===== config.mk =====
export PLATFORM = sky130hd
export DESIGN_NAME = fifo_rd_stream
export DESIGN_NICKNAME = d
export VERILOG_FILES = /design/src/rtl/fifo_rd_stream.sv
export SDC_FILE = /design/constraint.sdc
export NUM_CORES = 1
export LEC_CHECK = 0
export CORE_ASPECT_RATIO = 0.7
export CORE_MARGIN = 3
export CORE_UTILIZATION = 44
export DETAILED_ROUTE_END_ITERATION = 10
export PLACE_DENSITY = 0.75
export SYNTH_ARGS = -nofsm -noshare
export SYNTH_HDL_FRONTEND = slang
export SYNTH_SLANG_ARGS = --single-unit

===== constraint.sdc =====
create_clock -name clk -period 1.55 [get_ports clk]
set_clock_uncertainty 0.1 [all_clocks]
set_input_delay 0.31 -clock clk [delete_from_list [all_inputs] [get_ports clk]]
set_output_delay 0.31 -clock clk [all_outputs]
set_load 0.02 [all_outputs]

===== src/rtl/fifo_rd_stream.sv =====
`default_nettype none
// +--------------------------------------------------------------------------+
// | fifo_rd_stream                                                           |
// | Read-side unloader: async-FIFO read port -> valid/ready stream through   |
// | a 3-entry skid buffer. Define FIFO_RD_STATS_EN to enable word_cnt.       |
// | Revision: 1.0                                                            |
// +--------------------------------------------------------------------------+
module fifo_rd_stream #(
  parameter int DATA_WIDTH = 8,
  parameter int CNT_WIDTH  = 16
) (
  input  logic                  clk,
  input  logic                  rst_n,
  input  logic                  fifo_empty,
  input  logic [DATA_WIDTH-1:0] fifo_rd_data,
  output logic                  fifo_rd_en,
  output logic                  m_valid,
  input  logic                  m_ready,
  output logic [DATA_WIDTH-1:0] m_data,
  output logic [CNT_WIDTH-1:0]  word_cnt
);

  localparam logic [1:0] PTR_LAST = 2'd2;
  localparam logic [2:0] SLOTS    = 3'd3;

  logic [DATA_WIDTH-1:0] mem_q [0:2];
  logic [1:0]            head_q, head_d;
  logic [1:0]            tail_q, tail_d;
  logic [1:0]            occ_q, occ_d;
  logic                  pend_q;
  logic [2:0]            inflight;
  logic                  capture;
  logic                  pop;

  function automatic logic [1:0] ptr_inc(input logic [1:0] p);
    return (p == PTR_LAST) ? 2'd0 : p + 2'd1;
  endfunction

  // Reads are issued against buffered plus in-flight words, so a capture
  // always finds a free slot and m_ready never reaches fifo_rd_en.
  assign inflight   = {1'b0, occ_q} + {2'b0, pend_q};
  assign fifo_rd_en = rst_n && !fifo_empty && (inflight < SLOTS);
  assign m_valid    = (occ_q != 2'd0);
  assign m_data     = mem_q[head_q];
  assign capture    = pend_q;
  assign pop        = m_valid && m_ready;

  always_comb begin
    head_d = head_q;
    tail_d = tail_q;
    occ_d  = occ_q;
    if (capture) tail_d = ptr_inc(tail_q);
    if (pop)     head_d = ptr_inc(head_q);
    case ({capture, pop})
      2'b10:   occ_d = occ_q + 2'd1;
      2'b01:   occ_d = occ_q - 2'd1;
      default: occ_d = occ_q;
    endcase
  end

  always_ff @(posedge clk or negedge rst_n) begin
    if (!rst_n) begin
      head_q <= 2'd0;
      tail_q <= 2'd0;
      occ_q  <= 2'd0;
      pend_q <= 1'b0;
      for (int i = 0; i < 3; i++) mem_q[i] <= '0;
    end else begin
      head_q <= head_d;
      tail_q <= tail_d;
      occ_q  <= occ_d;
      pend_q <= fifo_rd_en;
      if (capture) mem_q[tail_q] <= fifo_rd_data;
    end
  end

`ifdef FIFO_RD_STATS_EN
  logic [CNT_WIDTH-1:0] cnt_q, cnt_d;

  assign cnt_d = pop ? cnt_q + 1'b1 : cnt_q;

  always_ff @(posedge clk or negedge rst_n) begin
    if (!rst_n) cnt_q <= '0;
    else        cnt_q <= cnt_d;
  end

  assign word_cnt = cnt_q;
`else
  assign word_cnt = '0;
`endif

  a_no_overflow: assert property (@(posedge clk) disable iff (!rst_n) inflight <= SLOTS);

endmodule
`default_nettype wire


### Word-level counts from Yosys, hierarchy flattened

Index checks and enable logic that the tools add are counted.

* bitwise gates (word level): 2
* equal/unequal tests: 4
* add/sub/neg operators: 5
* mux-type cells: 9
* order comparisons: 4
* reduce and logical (&&, ||, !) cells: 7

Operators with widths (count)
* $bwmux 24: 1
* $mux 8: 3
* $bmux 8 s2: 1
* $demux 8 s2: 1
* $add 2x1->2 const B: 3
* $eq 2x2->1 const B: 3
* $ge 3x3->1 const B: 2
* $not 2->3: 2
* $logic_and 1x1->1: 4
* $mux 2: 2
* $pmux 2 s2: 1
* $reduce_bool 2->1: 2
* $add 2x1->3: 1
* $lt 3x1->1 const B: 1
* $lt 3x2->1 const B: 1
* $eq 2x1->1 const B: 1
* $sub 2x1->2 const B: 1
* $logic_not 1->1: 1

* logic and storage cells: 38
* input port bits: 12
* bits in registers: 31
* output and inout bits: 26

### Longest topological paths before layout

Gate-level depths: netlist of the first run.

* word-level depth: 6
* depth in mapped cells: 6
* gate-level depth less buffers: 6

### Least setup slack after synthesis of the first run

Ideal clock, no wire load.

* kind: reg-to-output
* start point: register occ_q[0]
* end point: output fifo_rd_en
* setup slack: -965 ps
* buffers on the path: 0
* required time: 1140 ps
* cell stages (with the launch flop): 4
* arrival time: 2105 ps
* cell sequence: dfrtp_1 ha_1 ha_1 a2111oi_0

* cells in the longest elaborated chain, start to end: 3

Ends and longest elaborated chain
* start, declared: RTL line 29 `logic [1:0] occ_q, occ_d;`
* start signal, assigned: RTL line 65 `occ_q <= 2'd0;`
* start signal, assigned: RTL line 71 `occ_q <= occ_d;`
* $add 2x1->3: RTL line 41 `assign inflight = {1'b0, occ_q} + {2'b0, pend_q};`
* $lt 3x2->1: RTL line 42 `assign fifo_rd_en = rst_n && !fifo_empty && (inflight < SLOTS);`
* $logic_and 1x1->1: RTL line 42
* end, declared: RTL line 16 `output logic fifo_rd_en,`

No other way between the ends.

### Worst setup path after layout of the first run

* start point: register pend_q, in the netlist capture
* end point: output fifo_rd_en

* cells in the longest elaborated chain, start to end: 3

Ends and longest elaborated chain
* start, declared: RTL line 30 `logic pend_q;`
* start signal, assigned: RTL line 72 `pend_q <= fifo_rd_en;`
* $add 2x1->3: RTL line 41
* $lt 3x2->1: RTL line 42
* $logic_and 1x1->1: RTL line 42

No other way between the ends.

==> run summary, run 1 <==
status = finished with violations
failing checks = setup timing
cts hold-fix bufs = 0
RePlAce Congestion = 0.8012
WL final = 3335 um
Flop pwr share = 0.318
Final Core Density = 0.6632
total number of vias = 1023
Clock Tree Buf Depth = 2
Max Slew Vio Count = 0
die area = 0.004273 mm^2
placed cell area = 0.001889 mm^2
PortBufs = 21
arrival time worst endpoint = 1.60 ns
Routed wire per std cell = 15.09 um
post-synthesis sequential area ratio = 0.5016
# Max-Cap Violations = 0
crit start category = register
Max IR drop VDD = 0.001125 V
Diodes inserted = 0
final hold vios = 0
layout net count = 188
crit-path max FO = 2
Iter 0 DRT Violations = 54
H-tree depth = 2
Critical Path End Type = primary output
Starting Density = 0.4752
CTS clock-pin slew for the worst setup and hold paths = 0.06 ns
Core Region = 0.003254 mm^2
Die Wd = 76.86 um
period utilization = 1.299
DR vias/cell = 4.629
Pleak = 1.003 nW
cell taking the most area after synthesis = dfrtp_1
Routed Antenna Nets = 0
Power Internal = 0.002973 W
fillers = 235
Root Driver = clkbuf_8
post-layout worst setup margin = -0.4631 ns
hpwl dp = 2283 um
Reg2Reg Depth = 5
Commonest cells post-synth = dfrtp_1, mux2_2, buf_4
post-synth top area share = 0.5016
Clock Sink Count = 31
Clk Latency, worst-skew pair = 0.28 ns
GRT Overall Usage = 0.1638
syn avg cell area = 12.57 um^2
most common cell in the netlist = dfrtp_1
number of global-route vias before repair = 1075
Design Area, Final = 0.002158 mm^2
top achievable clock speed = 496.7 MHz
# IOs = 38
EDFF count, synth = 0
ys flop type = dfrtp_1
global route total overflow = 0
antenna violations before repair = 0
Area contributors post-synth = dfrtp_1, mux2_2, buf_4
Die Y = 55.60 um
setup TNS = -2.274 ns
Sw Ratio = 0.3627
share of cells above drive strength 1 = 0.5345
HP Class = primary input to async pin
first-pass GRT wire length = 5375 um
cells after synthesis = 123
critical path class = register to primary output
PwrDens = 2161 mW/mm^2
sw power = 0.001692 W
Final Setup Violations = 15
Yosys reg bits = 31
critical path required time = 1.14 ns
RSZ-0062 raised after global routing = yes
mapped cell area = 0.001546 mm^2
Yosys warnings = 0
TritonRoute pass-1 iters = 3
library cells used by synthesis = 26
Clock power frac = 0.131
CTS Buf Count = 5
DRC = 0
Layout area overhead = 39.56%
pin count of the biggest net entering global routing = 32
row cnt = 17
Combinational Power Share = 0.551
Final min period = 2.013 ns
CTS tree = yes
Post-synth ARST share = 1.000
-- cells by family after synthesis --
family / Yosys count / synth area share
adder cells (fa/ha/maj): 3 / 0.02427
AND/OR/NAND/NOR: 15 / 0.05097
XOR/XNOR: 3 / 0.01699
other: 1 / 0.002425
AO/OA/AOI/OAI: 13 / 0.04773
buffers and inverters: 24 / 0.1027
flip-flops: 31 / 0.5016
multiplexers: 33 / 0.2532
-- critical path: stages, from the launching register on --
cell	delay (ns)
dfrtp_1	0.40
ha_2	0.20
ha_4	0.22
a2111oi_4	0.30
buf_4	0.20
-- registers in the layout (all words and copies together) (netlist names) --
name     cells
capture      1
mem_q       24
head_q       2
tail_q       2
occ_q        2
-- per-stage QoR --
step                setup WS (ns)  std cells  hold slack [ns]  power [W]
global route              -0.5274        221           0.3966   0.004945
global placement          -0.5920        203           0.3860   0.003506
CTS                       -0.4703        214           0.3676   0.004378
floorplan                 -0.1163        138         -0.08559   0.002777
finish                    -0.4631        221           0.3572   0.004665
detailed placement        -0.6262        203           0.3956   0.003614
-- area by class of cell --
cell class	instances	area, um^2	area share
multi-input cells	83	772.0	0.3577
clock inverters	1	5.005	0.002319
flip-flops and latches	31	775.7	0.3594
inverters	4	17.52	0.008116
well taps	47	58.81	0.02725
repair buffers	48	452.9	0.2099
clock buffers	7	76.32	0.03536
-- placed cells by master (no fill, tap or decap), types with 2 or more instances in the layout --
cell,count
mux2i_1,7
buf_4,22
buf_6,14
a21o_1,2
o21ai_2,4
mux2_4,8
inv_2,2
xnor2_1,2
o21ai_1,4
conb_1,16
ha_4,2
clkbuf_1,2
clkdlybuf4s50_1,11
nand2_2,8
dfrtp_1,31
clkbuf_8,5
mux2_2,17
-- power groups by stage --
stage	Sequential [W]	Clock, W	Combinational (W)
after floorplan	0.00141	0	0.00137
after global placement	0.00143	0	0.00208
after detailed placement	0.00146	0	0.00215
after CTS	0.00146	0.000629	0.00229
after global routing	0.00154	0.000666	0.00274
final	0.00148	0.000611	0.00257
-- repair_timing --
item / in CTS / in global routing
pin swaps: 7 / 5
buffers inserted: 3 / 9
endpoints found under the setup margin: 19 / 19
resized for setup: 69 / 18
-- metal layers --
metal | track usage | up-vias | wire length (um)
met5 | 0 | - | 0
met3 | 0.05178 | 7 | 171
li1 | - | 485 | -
met2 | 0.2730 | 29 | 1645
met4 | 0.04651 | 0 | 58
met1 | 0.2052 | 502 | 1459
-- final timing paths --
path                                start    endpoint  slack [ns]
worst min-delay path                rst_n    mem_q[5]        0.36
worst max-delay path              capture  fifo_rd_en       -0.46
min in group clk                mem_q[17]   mem_q[17]        0.41
worst max register to register    capture    mem_q[6]       -0.01
max in group asynchronous           rst_n   mem_q[11]        0.70
worst min register to register  mem_q[17]   mem_q[17]        0.41
Power figures use the tool's default switching activity.
==> run 2: changes to the inputs <==
--- a/config.mk
+++ b/config.mk
@@ -7,9 +7,8 @@
 export LEC_CHECK = 0
 export CORE_ASPECT_RATIO = 0.7
 export CORE_MARGIN = 3
-export CORE_UTILIZATION = 44
+export CORE_UTILIZATION = 30
 export DETAILED_ROUTE_END_ITERATION = 10
-export PLACE_DENSITY = 0.75
 export SYNTH_ARGS = -nofsm -noshare
 export SYNTH_HDL_FRONTEND = slang
 export SYNTH_SLANG_ARGS = --single-unit
==> constraint.sdc (replaced) <==
create_clock -name clk -period 1.55 [get_ports clk]
set_clock_uncertainty 0.1 [all_clocks]
set_input_delay 0.31 -clock clk [delete_from_list [all_inputs] [get_ports clk]]
set_output_delay 0.31 -clock clk [all_outputs]
set_load 0.01 [all_outputs]
==> run 2 against run 1 <==
Against the previous run:
- critical endpoint unchanged
- critical path type unchanged
- flip-flop and latch count stayed put
- global-route usage is 3.9 points lower
- final area is 1.1% higher
- critical path depth stayed put
- total power is 4.7% lower
- non-clock buffer count is 2 lower
- the run still ends with setup timing left
- sequential share of layout area is 0.33 points lower
- utilization is 22 points lower
- routed wire length is 3.0% higher
==> run summary, run 2 (same netlist as run 1, synthesis figures left out) <==
status = finished with violations (unchanged)
failing checks = setup timing (unchanged)
row cnt = 21 (was 17)
max reg flops = 24 (unchanged)
PortBufs = 21 (unchanged)
Clock power frac = 0.156 (was 0.131)
Critical Path End Type = primary output (unchanged)
crit path from = capture (unchanged)
Reg with most FFs = mem_q (unchanged)
TritonRoute pass-1 iters = 3 (unchanged)
CTS tree = yes (unchanged)
Iter 0 DRT Violations = 23 (was 54)
arrival time worst endpoint = 1.58 ns (was 1.60 ns)
top achievable clock speed = 501.7 MHz (was 496.7 MHz)
first-pass GRT wire length = 5678 um (was 5375 um)
CTS Buf Count = 5 (unchanged)
most common cell after layout, fill and taps aside = dfrtp_1 (unchanged)
CTS clock-pin slew for the worst setup and hold paths = 0.07 ns (was 0.06 ns)
Clk Latency, worst-skew pair = 0.28 ns (about the same)
Core Region = 0.004887 mm^2 (was 0.003254 mm^2)
area of the multi-input gates = 800.8 um^2 (was 772.0 um^2)
pin count of the biggest net entering global routing = 32 (unchanged)
number of global-route vias before repair = 1184 (was 1075)
Sw Ratio = 0.3394 (was 0.3627)
RSZ-0062 raised after global routing = yes (unchanged)
sw power = 0.001509 W (was 0.001692 W)
Crit Reg-Reg Startpoint = capture (unchanged)
HP Class = primary input to async pin (unchanged)
WL final = 3434 um (was 3335 um)
fillers = 457 (was 235)
Final Setup Violations = 27 (was 15)
# Max-Cap Violations = 0 (unchanged)
Die Y = 66.07 um (was 55.60 um)
period utilization = 1.286 (was 1.299)
Layout Cells excl Fill = 241 (was 221)
Place WS = -0.5978 ns (was -0.6262 ns)
crit-path max FO = 2 (unchanged)
Die Wd = 91.82 um (was 76.86 um)
global route total overflow = 0 (unchanged)
PwrDens = 2037 mW/mm^2 (was 2161 mW/mm^2)
Root Driver = clkbuf_8 (unchanged)
die area = 0.006066 mm^2 (was 0.004273 mm^2)
Max Slew Vio Count = 0 (unchanged)
Clock Sink Count = 31 (unchanged)
DR vias/cell = 4.295 (was 4.629)
placed insts = 229 (was 203)
crit start category = register (unchanged)
Diodes inserted = 0 (unchanged)
post-layout worst setup margin = -0.4431 ns (was -0.4631 ns)
register area = 777.0 um^2 (was 775.7 um^2)
Final min period = 1.993 ns (was 2.013 ns)
Power Internal = 0.002936 W (was 0.002973 W)
hpwl dp = 2493 um (was 2283 um)
share of cells above drive strength 1 = 0.5349 (was 0.5345)
Layout area overhead = 41.10% (was 39.56%)
cts hold-fix bufs = 0 (unchanged)
DRC = 0 (unchanged)
Combinational Power Share = 0.508 (was 0.551)
RePlAce Congestion = 0.6999 (was 0.8012)
Routed Antenna Nets = 0 (unchanged)
Max IR drop VDD = 0.0007490 V (was 0.001125 V)
total number of vias = 1035 (was 1023)
Reg2Reg Depth = 7 (was 5)
H-tree depth = 2 (unchanged)
Hold WS = 0.4034 ns (was 0.3572 ns)
Starting Density = 0.3164 (was 0.4752)
antenna violations before repair = 0 (unchanged)
layout net count = 186 (was 188)
commonest non-fill, non-tap cells in the layout = dfrtp_1, conb_1, mux2_4, buf_4 (was dfrtp_1, buf_4, mux2_2)
critical path class = register to primary output (unchanged)
Flop pwr share = 0.335 (was 0.318)
Routed wire per std cell = 14.25 um (was 15.09 um)
critical path required time = 1.14 ns (about the same)
GRT Overall Usage = 0.1247 (was 0.1638)
final hold vios = 0 (unchanged)
Clock Tree Buf Depth = 2 (unchanged)
Pleak = 1.022 nW (was 1.003 nW)
# IOs = 38 (unchanged)
[run 2: cell count changes in the layout (fill, tap and decap cells not counted), moves of 2 or more]
cell      previous run  this run
buf_4               22        13
mux2_4               8        13
buf_2                0         9
inv_1                1         3
clkbuf_8             5         7
mux2_2              17        12
nand2_2              8         6
buf_6               14        12
[run 2: what timing repair did]
| item | in CTS | in global routing |
|---|---|---|
| endpoints found under the setup margin | 28 | 27 |
| gates resized for setup | 80 | 13 |
| buffers inserted | 6 | 1 |
| pin swaps | 7 | 8 |
| gates cloned | 0 | 0 |
[run 2: final cells by class]
| cell class | instances | share of cell area |
|---|---|---|
| Clock buffer | 8 | 0.04587 |
| Inverter | 4 | 0.006881 |
| Multi-Input combinational cell | 83 | 0.3670 |
| Sequential cell | 31 | 0.3561 |
| Tap cell | 69 | 0.03956 |
| Timing Repair Buffer | 46 | 0.1846 |
[run 2: worst paths after layout]
kind / end / slack, ns
worst max-delay path: fifo_rd_en / -0.44
worst min-delay path: occ_q[1] / 0.40
worst max register to register: mem_q[17] / -0.05
worst min register to register: mem_q[20] / 0.41
max in group asynchronous: head_q[1] / 0.65
min in group clk: mem_q[20] / 0.41
[run 2: power by group through the flow]
stage	registers, W	clock network, W	logic, W
after floorplan	0.00141	0	0.00116
after global placement	0.00142	0	0.00196
after detailed placement	0.00145	0	0.00205
after CTS	0.00147	0.000716	0.00218
after global routing	0.00154	0.000754	0.00245
final	0.00149	0.000695	0.00226
[run 2: per-stage QoR]
stage / TNS [ns] / power [W] / utilization / cell area (um^2)
after floorplan: -0.02424 / 0.002575 / - / 1637
after global placement: -3.468 / 0.003382 / 0.3984 / 1947
after detailed placement: -4.265 / 0.003498 / 0.3984 / 1947
after CTS: -3.226 / 0.004361 / 0.4375 / 2138
after global routing: -4.414 / 0.004747 / 0.4465 / 2182
final: -2.737 / 0.004445 / 0.4465 / 2182
[run 2: worst max-delay path: stages (launching register included)]
cell and delay, ns:
dfrtp_1 0.38, ha_2 0.20, ha_4 0.22, a2111oi_4 0.31
buf_2 0.19
[run 2: metal layers]
layer / track usage / wire [um] / vias up
met3: 0.03754 / 167 / 5
met5: 0 / 0 / -
met4: 0.05556 / 50 / 0
met2: 0.2120 / 1665 / 27
met1: 0.1468 / 1550 / 521
li1: - / - / 482
